**config.mk**
```make
export PLATFORM = sky130hd
export DESIGN_NAME = parking_occupancy
export DESIGN_NICKNAME = d
export VERILOG_FILES = /design/src/rtl/parking_occupancy.sv
export SDC_FILE = /design/constraint.sdc
export NUM_CORES = 1
export LEC_CHECK = 0
export ABC_AREA = 1
export CORE_UTILIZATION = 50
export CTS_CLUSTER_DIAMETER = 30
export DETAILED_ROUTE_END_ITERATION = 7
export PLACE_DENSITY = 0.8
export RECOVER_POWER = 25
export SYNTH_ARGS = -nofsm -noshare
export SYNTH_HDL_FRONTEND = slang
export SYNTH_SLANG_ARGS = --single-unit
```
**constraint.sdc**
```tcl
create_clock -name clk -period 3.1 [get_ports clk]
set_input_delay 0.465 -clock clk [delete_from_list [all_inputs] [get_ports clk]]
set_output_delay 0.465 -clock clk [all_outputs]
set_load 0.01 [all_outputs]
```
**src/rtl/parking_occupancy.sv**
```systemverilog
// Lot occupancy tracker: turns enter/exit pulses into binary and BCD occupancy,
// full/empty status, sticky over/underflow flags, entry total and peak record.
module parking_occupancy #(
    parameter int unsigned CAPACITY = 25,
    parameter int unsigned CW       = 7
) (
    input  logic          clk,
    input  logic          reset,
    input  logic          enter,
    input  logic          exit,
    input  logic          clr_err,
    output logic [CW-1:0] count,
    output logic [3:0]    count_tens,
    output logic [3:0]    count_ones,
    output logic          full,
    output logic          empty,
    output logic          err_over,
    output logic          err_under,
    output logic [7:0]    total_entries,
    output logic [CW-1:0] peak
);

    localparam logic [CW-1:0] CAP = CW'(CAPACITY);

    logic          inc;
    logic          dec;
    logic          set_over;
    logic          set_under;
    logic          accept;
    logic [CW-1:0] count_next;
    logic [3:0]    tens_next;
    logic [3:0]    ones_next;

    assign full  = (count == CAP);
    assign empty = (count == '0);

    // Event decode against the pre-edge count; simultaneous pulses cancel
    always_comb begin
        inc       = enter & ~exit & ~full;
        dec       = exit & ~enter & ~empty;
        set_over  = enter & ~exit & full;
        set_under = exit & ~enter & empty;
        accept    = enter & (exit | ~full);
    end

    // Binary and BCD next values move in lockstep
    always_comb begin
        count_next = count;
        tens_next  = count_tens;
        ones_next  = count_ones;
        if (inc) begin
            count_next = count + CW'(1);
            if (count_ones == 4'd9) begin
                ones_next = 4'd0;
                tens_next = count_tens + 4'd1;
            end else begin
                ones_next = count_ones + 4'd1;
            end
        end else if (dec) begin
            count_next = count - CW'(1);
            if (count_ones == 4'd0) begin
                ones_next = 4'd9;
                tens_next = count_tens - 4'd1;
            end else begin
                ones_next = count_ones - 4'd1;
            end
        end
    end

    always_ff @(posedge clk) begin
        if (reset) begin
            count         <= '0;
            count_tens    <= 4'd0;
            count_ones    <= 4'd0;
            total_entries <= 8'd0;
            peak          <= '0;
            err_over      <= 1'b0;
            err_under     <= 1'b0;
        end else begin
            count      <= count_next;
            count_tens <= tens_next;
            count_ones <= ones_next;
            if (accept) begin
                total_entries <= total_entries + 8'd1;
            end
            if (count_next > peak) begin
                peak <= count_next;
            end
            // A new error event in the same cycle as clr_err keeps the flag set
            err_over  <= set_over  | (err_over  & ~clr_err);
            err_under <= set_under | (err_under & ~clr_err);
        end
    end

endmodule

```
Yosys cells after proc, flatten, opt, wreduce, memory -nomap -nowiden
Cells that the tools add are included.
Storage, ports and cells
  register bits after elaboration: 32
  logic and storage cells: 50
Operators by class
  magnitude comparators: 1
  bitwise operators: 17
  $add $sub $neg: 7
  reduce and logical (&&, ||, !) cells: 5
  mux-type cells: 10
  eq/ne operators: 3
Operators by type and width (number)
  $mux 4: 8
  $mux 7: 2
  $and 1x1->1: 9
  $add 4x1->4 const B: 2
  $add 8x1->8 const B: 1
  $sub 4x1->4 const B: 2
  $add 7x1->7 const B: 1
  $eq 7x5->1 const B: 1
  $gt 7x7->1: 1
  $logic_not 7->1: 1
  $sub 7x1->7 const B: 1
  $not 1->1: 5
  $eq 4x4->1 const B: 1
  $logic_not 4->1: 1
  $reduce_bool 2->1: 2
  $or 1x1->1: 3
  $reduce_and 3->1: 1
  $ne 2x1->1 const B: 1

Logic depth before layout (Yosys ltp)
Gate-level depths: netlist of run 1.
  depth in word-level cells: 6
  depth in mapped cells: 22
  mapped depth without buffers: 22

Worst setup path before layout of run 1
OpenSTA, ideal clock, no wires.
  path type: reg2reg
  start point: register count[0]
  end point: register peak[0]
  arrival time: 2.490 ns
  path buffers: 0
  path slack: 0.491 ns
  required time: 2.981 ns
  cell stages (with the launch flop): 21
  clock period less this slack: 2.609 ns
  cells stage by stage: dfxtp_1 inv_1 ha_1 inv_1 nor2_1 nand3_2 nand2_4 inv_1 nand2_1 nand2_1 nand2_1 nand2_1 inv_1 ha_1 a21o_1 nor2_1 nand2_1 nand2_1 inv_1 o21ai_0 nor2_2
On the way
  word-level cells in the longest chain between the ends: 6
  elaborated cells between the ends (all ways): 11
  those cells by class: 2 x add/sub; 1 x order compare; 1 x eq/ne; 2 x mux; 4 x bitwise; 1 x reduce/logical
Ends and longest elaborated chain
  start: declaration: line 12  | output logic [CW-1:0] count,
  start signal: assignment: line 80  | count <= count_next;
  branches (longest 4 deep; another with $sub 7x1->7)
  $mux 7 (*): line 51  | if (inc) begin
  named net count_next[6]: line 30  | logic [CW-1:0] count_next;
  $gt 7x7->1 (*): line 86  | if (count_next > peak) begin
  end signal: assignment: line 87  | peak <= count_next;
  end: declaration: line 20  | output logic [CW-1:0] peak
Mark *: on every way through the listed nets, which the timed path passes.
A chain may end at the register's enable or synchronous reset.

Worst setup path after layout of run 1
  start point: input port exit
  end point: register peak[3]
On the way
  word-level cells in the longest chain between the ends: 5
  elaborated cells between the ends (all ways): 8
  those cells by class: 1 x order compare; 2 x mux; 5 x bitwise
Ends and longest elaborated chain
  start: declaration: line 10  | input logic exit,
  $and 1x1->1 / $not 1->1 (equally long branches): line 40, 39
  $and 1x1->1, on equally long branches: line 40, 39
  $mux 7 / $and 1x1->1 (equally long branches): line 59, 39
  $mux 7 (*): line 51
  named net count_next[6]: line 30
  $gt 7x7->1 (*): line 86
Mark *: on every way through the listed nets, which the timed path passes. The rest lies on a longest branch.

==> impl_results.md, run 1 <==
- WS Path Type: input pin to register
- Clk sinks: 32
- Critical path endpoint category: register
- FF-to-FF setup slack: 0.30 ns
- # fillers: 369
- Worst Hold End: err_under
- Worst-Skew Late Latency: 0.28 ns
- YS warnings: 0
- Gpl congestion: 0.857
- R2r endpoint: peak[3]
- Leading post-synthesis cells by cell area: dfxtp_1 (30%), nand2_1 (15%), ha_1 (8.3%)
- Pre-CTS setup slack: 0.0177 ns
- Adder-Cell Fraction of Synth Area: 0.0924
- VDD IR max: 0.000613 V
- Post-synthesis mux area share: 0
- Die W: 67.0 um
- Hold depth: 2
- Yosys reg bits: 32
- Main synth FF type: dfxtp_1
- Net switching power: 0.588 mW
- Area of the core: 4030 um2
- Comb pwr share: 0.435
- Design area: 2650 um2
- Clk pin slew, worst setup/hold paths: 0.07 ns
- Commonest cells post-synth: nand2_1 (87), inv_1 (46), dfxtp_1 (32)
- # IOs: 39
- Routed WL per cell: 11.6 um
- Die footprint: 4490 um2
- Crit Path Max Fanout: 8
- Starting DRT DRC Count: 135
- Crit share post-route: 0.928
- Post-Syn Area per Cell: 6.73 um2
- Vias per inst: 5.03
- CTS buffer count: 5
- CTS tree: yes
- Crit start category: input pin
- Sequential share of power: 0.340
- Final Hold Fails: 0
- CTS H-tree depth: 2
- Worst-Margin Slew: 0.519 ns
- Total grt overflow: 0
- FMAX: 348 MHz
- Post-DP HPWL: 3.63 mm
- Reg2Reg Depth: 22
- Crit path time final: 2.88 ns
- Leakage Power: 1.30 nW
- Final ANT Viol Nets: 0
- RSZ-0062 raised after global routing: false
- Synth top area share: 0.303
- Max Root-Sink Buffers: 2
- CP max stage cell: clkdlybuf4s50_1
- Share of cells above drive strength 1: 0.0970
- Number of detailed-route iterations in the first pass: 4
- Main combinational cell family by area after synthesis: simple AND/OR/NAND/NOR gates
- Compound-gate portion of the synthesized area: 0.121
- Critical Path RT: 3.33 ns
- PwrDens: 585 nW/um2
- Outcome: finished clean
- DR DRC count: 0
- Synthesized area: 2110 um2
- TNS Setup: 0 ns
- Layout Skew: 0.00729 ns
- Clk pwr share: 0.226
- Diode count: 0
- Critical R2R Launch: count[0]
- Vias after detailed routing: 2,069
- Hold crit path type: register to register
- Hold Startpoint: err_under
- Cell chosen for the clock root: clkbuf_8
- CP cell instances: clkdlybuf4s50_1 -> inv_1 -> nor2_1 -> nand2_4 -> inv_1 -> nand2_1 -> nand2_1 -> nand2_1 -> nand2_1 -> inv_1 -> ha_1 -> nand2_1 -> nor2_1 -> nand2_1 -> nand2_1 -> nand2_1 -> buf_4 -> a21oi_1 -> nand2_1 -> inv_1
- Critical path's most frequent cell: nand2_1
- Slew HR: 0.654
- XOR/XNOR Fraction of Synth Area: 0.0409
- Post-Route WL: 4.78 mm
- Pwr Total: 1.55 mW
- Initial Util: 0.524
- First-pass GRT wire length: 8.02 mm
- Seq/Total Area, Yosys: 0.303
- Pint: 0.964 mW
- Slew Viols, Final: 0
- Rows: 23
- Count of final setup violators: 0
- Gate Count Post-Synth: 314
- Die Y: 67.0 um
- Number of flops mapped to enable cells by yosys: 0
- Critical path's largest stage delay: 0.54 ns
- Net Sw Frac: 0.379
- Hold buffers post-CTS: 0
- Antenna violations before repair: 0
- Area growth from synthesis to layout: 25.7%
- Nets: 381
- Global Route Usage Sum: 0.234
- Worst Hold Margin: 0.478 ns
- Number of global-route vias before repair: 1,910
- Top-count cell post-synth: nand2_1
- DP Area: 2570 um2
- Ys async rst share: 0
- Largest net degree at the start of global routing: 18
- PortBufs: 38
- Arrival time at the worst endpoint: 3.10 ns
- Mapped Nets: 334
- Largest area contributor in the netlist: dfxtp_1
- Setup ws final: 0.224 ns
- Max_cap viols: 0
- Simple-Gate Fraction of Synth Area: 0.332
- Netlist cell types: 32
power groups by stage:
| stage | logic, mW | registers (mW) | clock network, mW |
|---|---|---|---|
| 2_1_floorplan | 0.414 | 0.551 | 0 |
| 3_3_place_gp | 0.661 | 0.536 | 0 |
| 3_5_place_dp | 0.677 | 0.537 | 0 |
| 4_1_cts | 0.689 | 0.529 | 0.356 |
| 5_1_grt | 0.768 | 0.536 | 0.371 |
| 6_report | 0.675 | 0.527 | 0.350 |
worst max path at each step:
stage	start	endpoint	slack (ns)	cells after the start
6_report	exit	peak[3]	0.22	20
5_1_grt	exit	peak[6]	0.02	20
4_1_cts	exit	peak[0]	0.31	19
3_5_place_dp	exit	peak[0]	0.02	19
3_3_place_gp	exit	peak[0]	0.08	18
2_1_floorplan	count[0]	peak[0]	0.49	20
cells by family (layout without fill, tap and decap cells):
group / count (synthesis) / after routing
xor gates and xnor gates: 9 / 9
and+or+nand+nor: 153 / 153
adders and majority gates: 15 / 15
AOI/OAI and AO/OA: 49 / 49
buffers and inverters: 56 / 103
DFF: 32 / 32
cell type report:
| type | count | area (um2) | area share |
|---|---|---|---|
| Clock buffer | 7 | 96.3 | 0.0363 |
| Inverter | 50 | 190 | 0.0717 |
| Multi-Input combinational cell | 226 | 1220 | 0.461 |
| Sequential cell | 32 | 641 | 0.241 |
| Tap cell | 50 | 62.6 | 0.0236 |
| Timing Repair Buffer | 46 | 440 | 0.166 |
placed cells by master, fill, tap and decap left out:
| master | synthesis | layout |
|---|---|---|
| nand3_1 | 15 | 16 |
| clkdlybuf4s50_1 | 0 | 25 |
| dfxtp_1 | 32 | 32 |
| nor2_4 | 2 | 2 |
| xor2_2 | 1 | 1 |
| o21ai_0 | 16 | 16 |
| a21oi_1 | 27 | 27 |
| dlygate4sd3_1 | 0 | 13 |
| a21o_1 | 1 | 1 |
| inv_1 | 46 | 46 |
| nand2_2 | 3 | 3 |
| xnor2_1 | 2 | 2 |
| buf_4 | 1 | 8 |
| nor2_2 | 4 | 3 |
| nand2_1 | 87 | 87 |
| xor2_1 | 6 | 6 |
| ha_1 | 14 | 14 |
| nand3_2 | 2 | 2 |
| o211ai_1 | 1 | 1 |
| nor3_1 | 2 | 2 |
| a31oi_1 | 1 | 1 |
| nand4_1 | 6 | 6 |
| clkinv_2 | 2 | 2 |
| a21oi_2 | 1 | 1 |
| fa_1 | 1 | 1 |
| nand2_4 | 4 | 4 |
| and2_1 | 1 | 1 |
| inv_2 | 2 | 2 |
| o21ai_1 | 2 | 2 |
| nor2_1 | 26 | 27 |
| clkbuf_8 | 0 | 7 |
flip-flops by register name (all words and copies together) (netlist names):
signal,count
count,7
count_tens,4
total_entries,8
err_over,1
peak,7
count_ones,4
err_under,1
critical path, delay by kind of cell:
kind / cells / cell delay (ns)
adder cells (fa/ha/maj): 1 / 0.29
AO/OA/AOI/OAI: 1 / 0.14
buffers and inverters: 6 / 1.03
AND/OR/NAND/NOR: 12 / 1.17
per-layer routing:
layer | vias to the layer above | track usage | wire [um]
met5 | - | 0 | 0
li1 | 1080 | - | -
met3 | 11 | 0.0497 | 213
met4 | 0 | 0.0798 | 81
met2 | 49 | 0.407 | 2270
met1 | 929 | 0.280 | 2210
per-stage QoR:
step	instances	utilization
global placement	404	0.639
global route	411	0.659
CTS	411	0.662
detailed placement	404	0.639
finish	411	0.659
floorplan	314	-
what timing repair did:
item	CTS	global route
resized for setup	0	1
buffers inserted	0	0
setup endpoints to repair	0	2
Power figures use the tool's default switching activity.
==> run 2: changes to the inputs <==
--- a/config.mk
+++ b/config.mk
@@ -6,10 +6,10 @@
 export NUM_CORES = 1
 export LEC_CHECK = 0
 export ABC_AREA = 1
-export CORE_UTILIZATION = 50
+export CORE_UTILIZATION = 47
 export CTS_CLUSTER_DIAMETER = 30
 export DETAILED_ROUTE_END_ITERATION = 7
-export PLACE_DENSITY = 0.8
+export PLACE_DENSITY = 0.79
 export RECOVER_POWER = 25
 export SYNTH_ARGS = -nofsm -noshare
 export SYNTH_HDL_FRONTEND = slang
==> constraint.sdc (replaced) <==
create_clock -name clk -period 2.51 [get_ports clk]
set_input_delay 0.3765 -clock clk [delete_from_list [all_inputs] [get_ports clk]]
set_output_delay 0.3765 -clock clk [all_outputs]
set_load 0.01 [all_outputs]
==> run 2 against run 1 <==
  * Combinational power up 72%
  * Final area up 16%
  * Clock-buffer cell count is 1 lower
  * Clock power increased by 44%
  * Sequential power up 25%
  * Non-clock buffer count grew 25
  * Via count up 7.9%
  * Utilization increased by 5.1 points
  * Largest power group unchanged
  * Highest routed layer unchanged
==> impl_results.md, run 2 (same netlist as run 1, synthesis figures left out) <==
- R2r endpoint: peak[6] (was peak[3])
- Placed cells: 425 (was 404)
- Pint: 1.42 mW (was 0.964 mW)
- Net switching power: 0.903 mW (was 0.588 mW)
- Critical R2R Launch: count[0] (unchanged)
- Clk sinks: 32 (unchanged)
- Final ANT Viol Nets: 0 (unchanged)
- Hold crit path type: register to register (unchanged)
- Final Hold Fails: 0 (unchanged)
- DP Area: 2720 um2 (was 2570 um2)
- Reg2Reg Depth: 20 (was 22)
- Max_cap viols: 0 (unchanged)
- Antenna violations before repair: 0 (unchanged)
- Global Route Usage Sum: 0.221 (was 0.234)
- Critical Path RT: 2.69 ns (was 3.33 ns)
- Worst Hold Margin: 0.482 ns (was 0.478 ns)
- # IOs: 39 (unchanged)
- Slew Viols, Final: 0 (unchanged)
- Worst Setup SP: count[0] (was exit)
- Crit Path Max Fanout: 6 (was 8)
- Post-DP HPWL: 3.89 mm (was 3.63 mm)
- Die W: 69.0 um (was 67.0 um)
- Share of cells above drive strength 1: 0.274 (was 0.0970)
- First-pass GRT wire length: 8.49 mm (was 8.02 mm)
- Worst-Skew Late Latency: 0.29 ns (was 0.28 ns)
- CTS buffer count: 5 (unchanged)
- Nets: 406 (was 381)
- Die Y: 69.0 um (was 67.0 um)
- Post-Route WL: 5.81 mm (was 4.78 mm)
- Layout Skew: 0.0109 ns (was 0.00729 ns)
- Arrival time at the worst endpoint: 2.68 ns (was 3.10 ns)
- Final std cells w/o fill: 439 (was 411)
- Crit start category: register (was input pin)
- Vias per inst: 5.09 (was 5.03)
- Worst Hold End: err_over (was err_under)
- CP max stage cell: dfxtp_4 (was clkdlybuf4s50_1)
- Util after Layout: 0.710 (was 0.659)
- Total grt overflow: 0 (unchanged)
- Starting DRT DRC Count: 140 (was 135)
- WS Path Type: register to register (was input pin to register)
- Setup ws final: 0.00879 ns (was 0.224 ns)
- Rows: 24 (was 23)
- Initial Util: 0.488 (was 0.524)
- Critical path endpoint category: register (unchanged)
- FMAX: 400 MHz
- Most common cell after layout, fill and taps aside: nand2_1 (unchanged)
- Hold Startpoint: err_over (was err_under)
- Largest net degree at the start of global routing: 18 (unchanged)
- Sequential share of power: 0.283 (was 0.340)
- Routed WL per cell: 13.2 um (was 11.6 um)
- Number of global-route vias before repair: 2,011 (was 1,910)
- Cell chosen for the clock root: clkbuf_8 (unchanged)
- Gpl congestion: 0.831 (was 0.857)
- Leakage Power: 1.40 nW (was 1.30 nW)
- Commonest cells after routing, fill and taps aside: nand2_1 (75), inv_1 (37), clkdlybuf4s50_1 (37) (was nand2_1 (87), inv_1 (46), dfxtp_1 (32))
- PwrDens: 758 nW/um2 (was 585 nW/um2)
- Critical path's most frequent cell: nand2_1 (unchanged)
- Clk pin slew, worst setup/hold paths: 0.07 ns (about the same)
- Diode count: 0 (unchanged)
- Hold depth: 2 (unchanged)
- DR DRC count: 0 (unchanged)
- Crit share post-route: 0.996
- Area of the core: 4320 um2 (was 4030 um2)
- Worst-Margin Slew: 0.527 ns (was 0.519 ns)
- Count of final setup violators: 0 (unchanged)
- Slew HR: 0.648 (was 0.654)
- PortBufs: 38 (unchanged)
- Critical path's largest stage delay: 0.41 ns (was 0.54 ns)
- Area growth from synthesis to layout: 45.4% (was 25.7%)
- Largest regs: total_entries (8), count (7), peak (7) (unchanged)
- Hold buffers post-CTS: 0 (unchanged)
- Register with the most flip-flops: total_entries (unchanged)
- CTS tree: yes (unchanged)
- Vias after detailed routing: 2,233 (was 2,069)
- Number of detailed-route iterations in the first pass: 6 (was 4)
- Clk pwr share: 0.217 (was 0.226)
- CTS H-tree depth: 2 (unchanged)
- CP cell instances: inv_4 -> buf_4 -> ha_2 -> nand2_1 -> nand2_1 -> nand2_1 -> nand2_1 -> nand2_1 -> nand2_1 -> nand2_1 -> inv_1 -> ha_4 -> nand2_2 -> nor2_4 -> nand4_1 -> nand2_4 -> buf_6 -> nand2_2 -> nand2_2 -> a21oi_2 (was clkdlybuf4s50_1 -> inv_1 -> nor2_1 -> nand2_4 -> inv_1 -> nand2_1 -> nand2_1 -> nand2_1 -> nand2_1 -> inv_1 -> ha_1 -> nand2_1 -> nor2_1 -> nand2_1 -> nand2_1 -> nand2_1 -> buf_4 -> a21oi_1 -> nand2_1 -> inv_1)
- TNS Setup: 0 ns (unchanged)
- Max FFs per register: 8 (unchanged)
- Net Sw Frac: 0.388 (was 0.379)
- Outcome: finished clean (unchanged)
- Design area: 3070 um2 (was 2650 um2)
- Die footprint: 4770 um2 (was 4490 um2)
- VDD IR max: 0.000638 V (was 0.000613 V)
- RSZ-0062 raised after global routing: true (was false)
- Comb pwr share: 0.501 (was 0.435)
- Crit path time final: 2.50 ns
- Pre-CTS setup slack: -0.248 ns (was 0.0177 ns)
- Max Root-Sink Buffers: 2 (unchanged)
- FF-to-FF setup slack: 0.009 ns (was 0.30 ns)
- Pwr Total: 2.33 mW (was 1.55 mW)
-- run 2: changes by cell type in the layout (fill, tap and decap cells not counted), sizes merged --
cell / before / now
bufinv: 0 / 1
clkdlybuf4s50: 25 / 37
buf: 8 / 33
dlymetal6s2s: 0 / 1
dlygate4sd3: 13 / 0
clkbuf: 7 / 6
clkinv: 2 / 3
-- run 2: how the worst max path moves through the flow --
stage                     endpoint  cells after the start
after CTS                  peak[6]                     21
after detailed placement   peak[0]                     19
after global placement     peak[0]                     19
after global routing       peak[6]                     21
after floorplan            peak[0]                     19
final                      peak[6]                     20
-- run 2: routing by layer --
| metal | GRT usage | part of all wire | vias to the layer above |
|---|---|---|---|
| li1 | - | - | 1133 |
| met1 | 0.251 | 0.42 | 1030 |
| met2 | 0.397 | 0.53 | 55 |
| met3 | 0.0395 | 0.031 | 15 |
| met4 | 0.107 | 0.028 | 0 |
| met5 | 0 | 0 | - |
-- run 2: power by group through the flow --
stage                     sequential [mW]  clock (mW)  combinational, mW
after global routing                0.667       0.528               1.29
after global placement              0.660           0              0.865
after CTS                           0.650       0.508              0.897
after floorplan                     0.682           0              0.512
after detailed placement            0.661           0              0.886
final                               0.658       0.504               1.16
-- run 2: timing repair --
item,4_1_cts,5_1_grt
gates resized for setup,1,56
pin swaps,0,13
endpoints found under the setup margin,3,7
setup buffers,0,6
-- run 2: critical path: cells and delay by family, from the launching register on --
kind,cells,cell delay (ns)
AO/OA/AOI/OAI,1,0.05
AND/OR/NAND/NOR,13,1.05
buffers and inverters,4,0.39
adder cells (fa/ha/maj),2,0.48
flip-flops,1,0.41
-- run 2: layout make-up --
class | instances | area [um2]
repair buffers | 71 | 638
flip-flops and latches | 32 | 647
clock inverters | 2 | 35.0
clock buffers | 6 | 72.6
inverters | 50 | 200
multi-input cells | 226 | 1410
well taps | 52 | 65.1
fillers | 361 | 1250
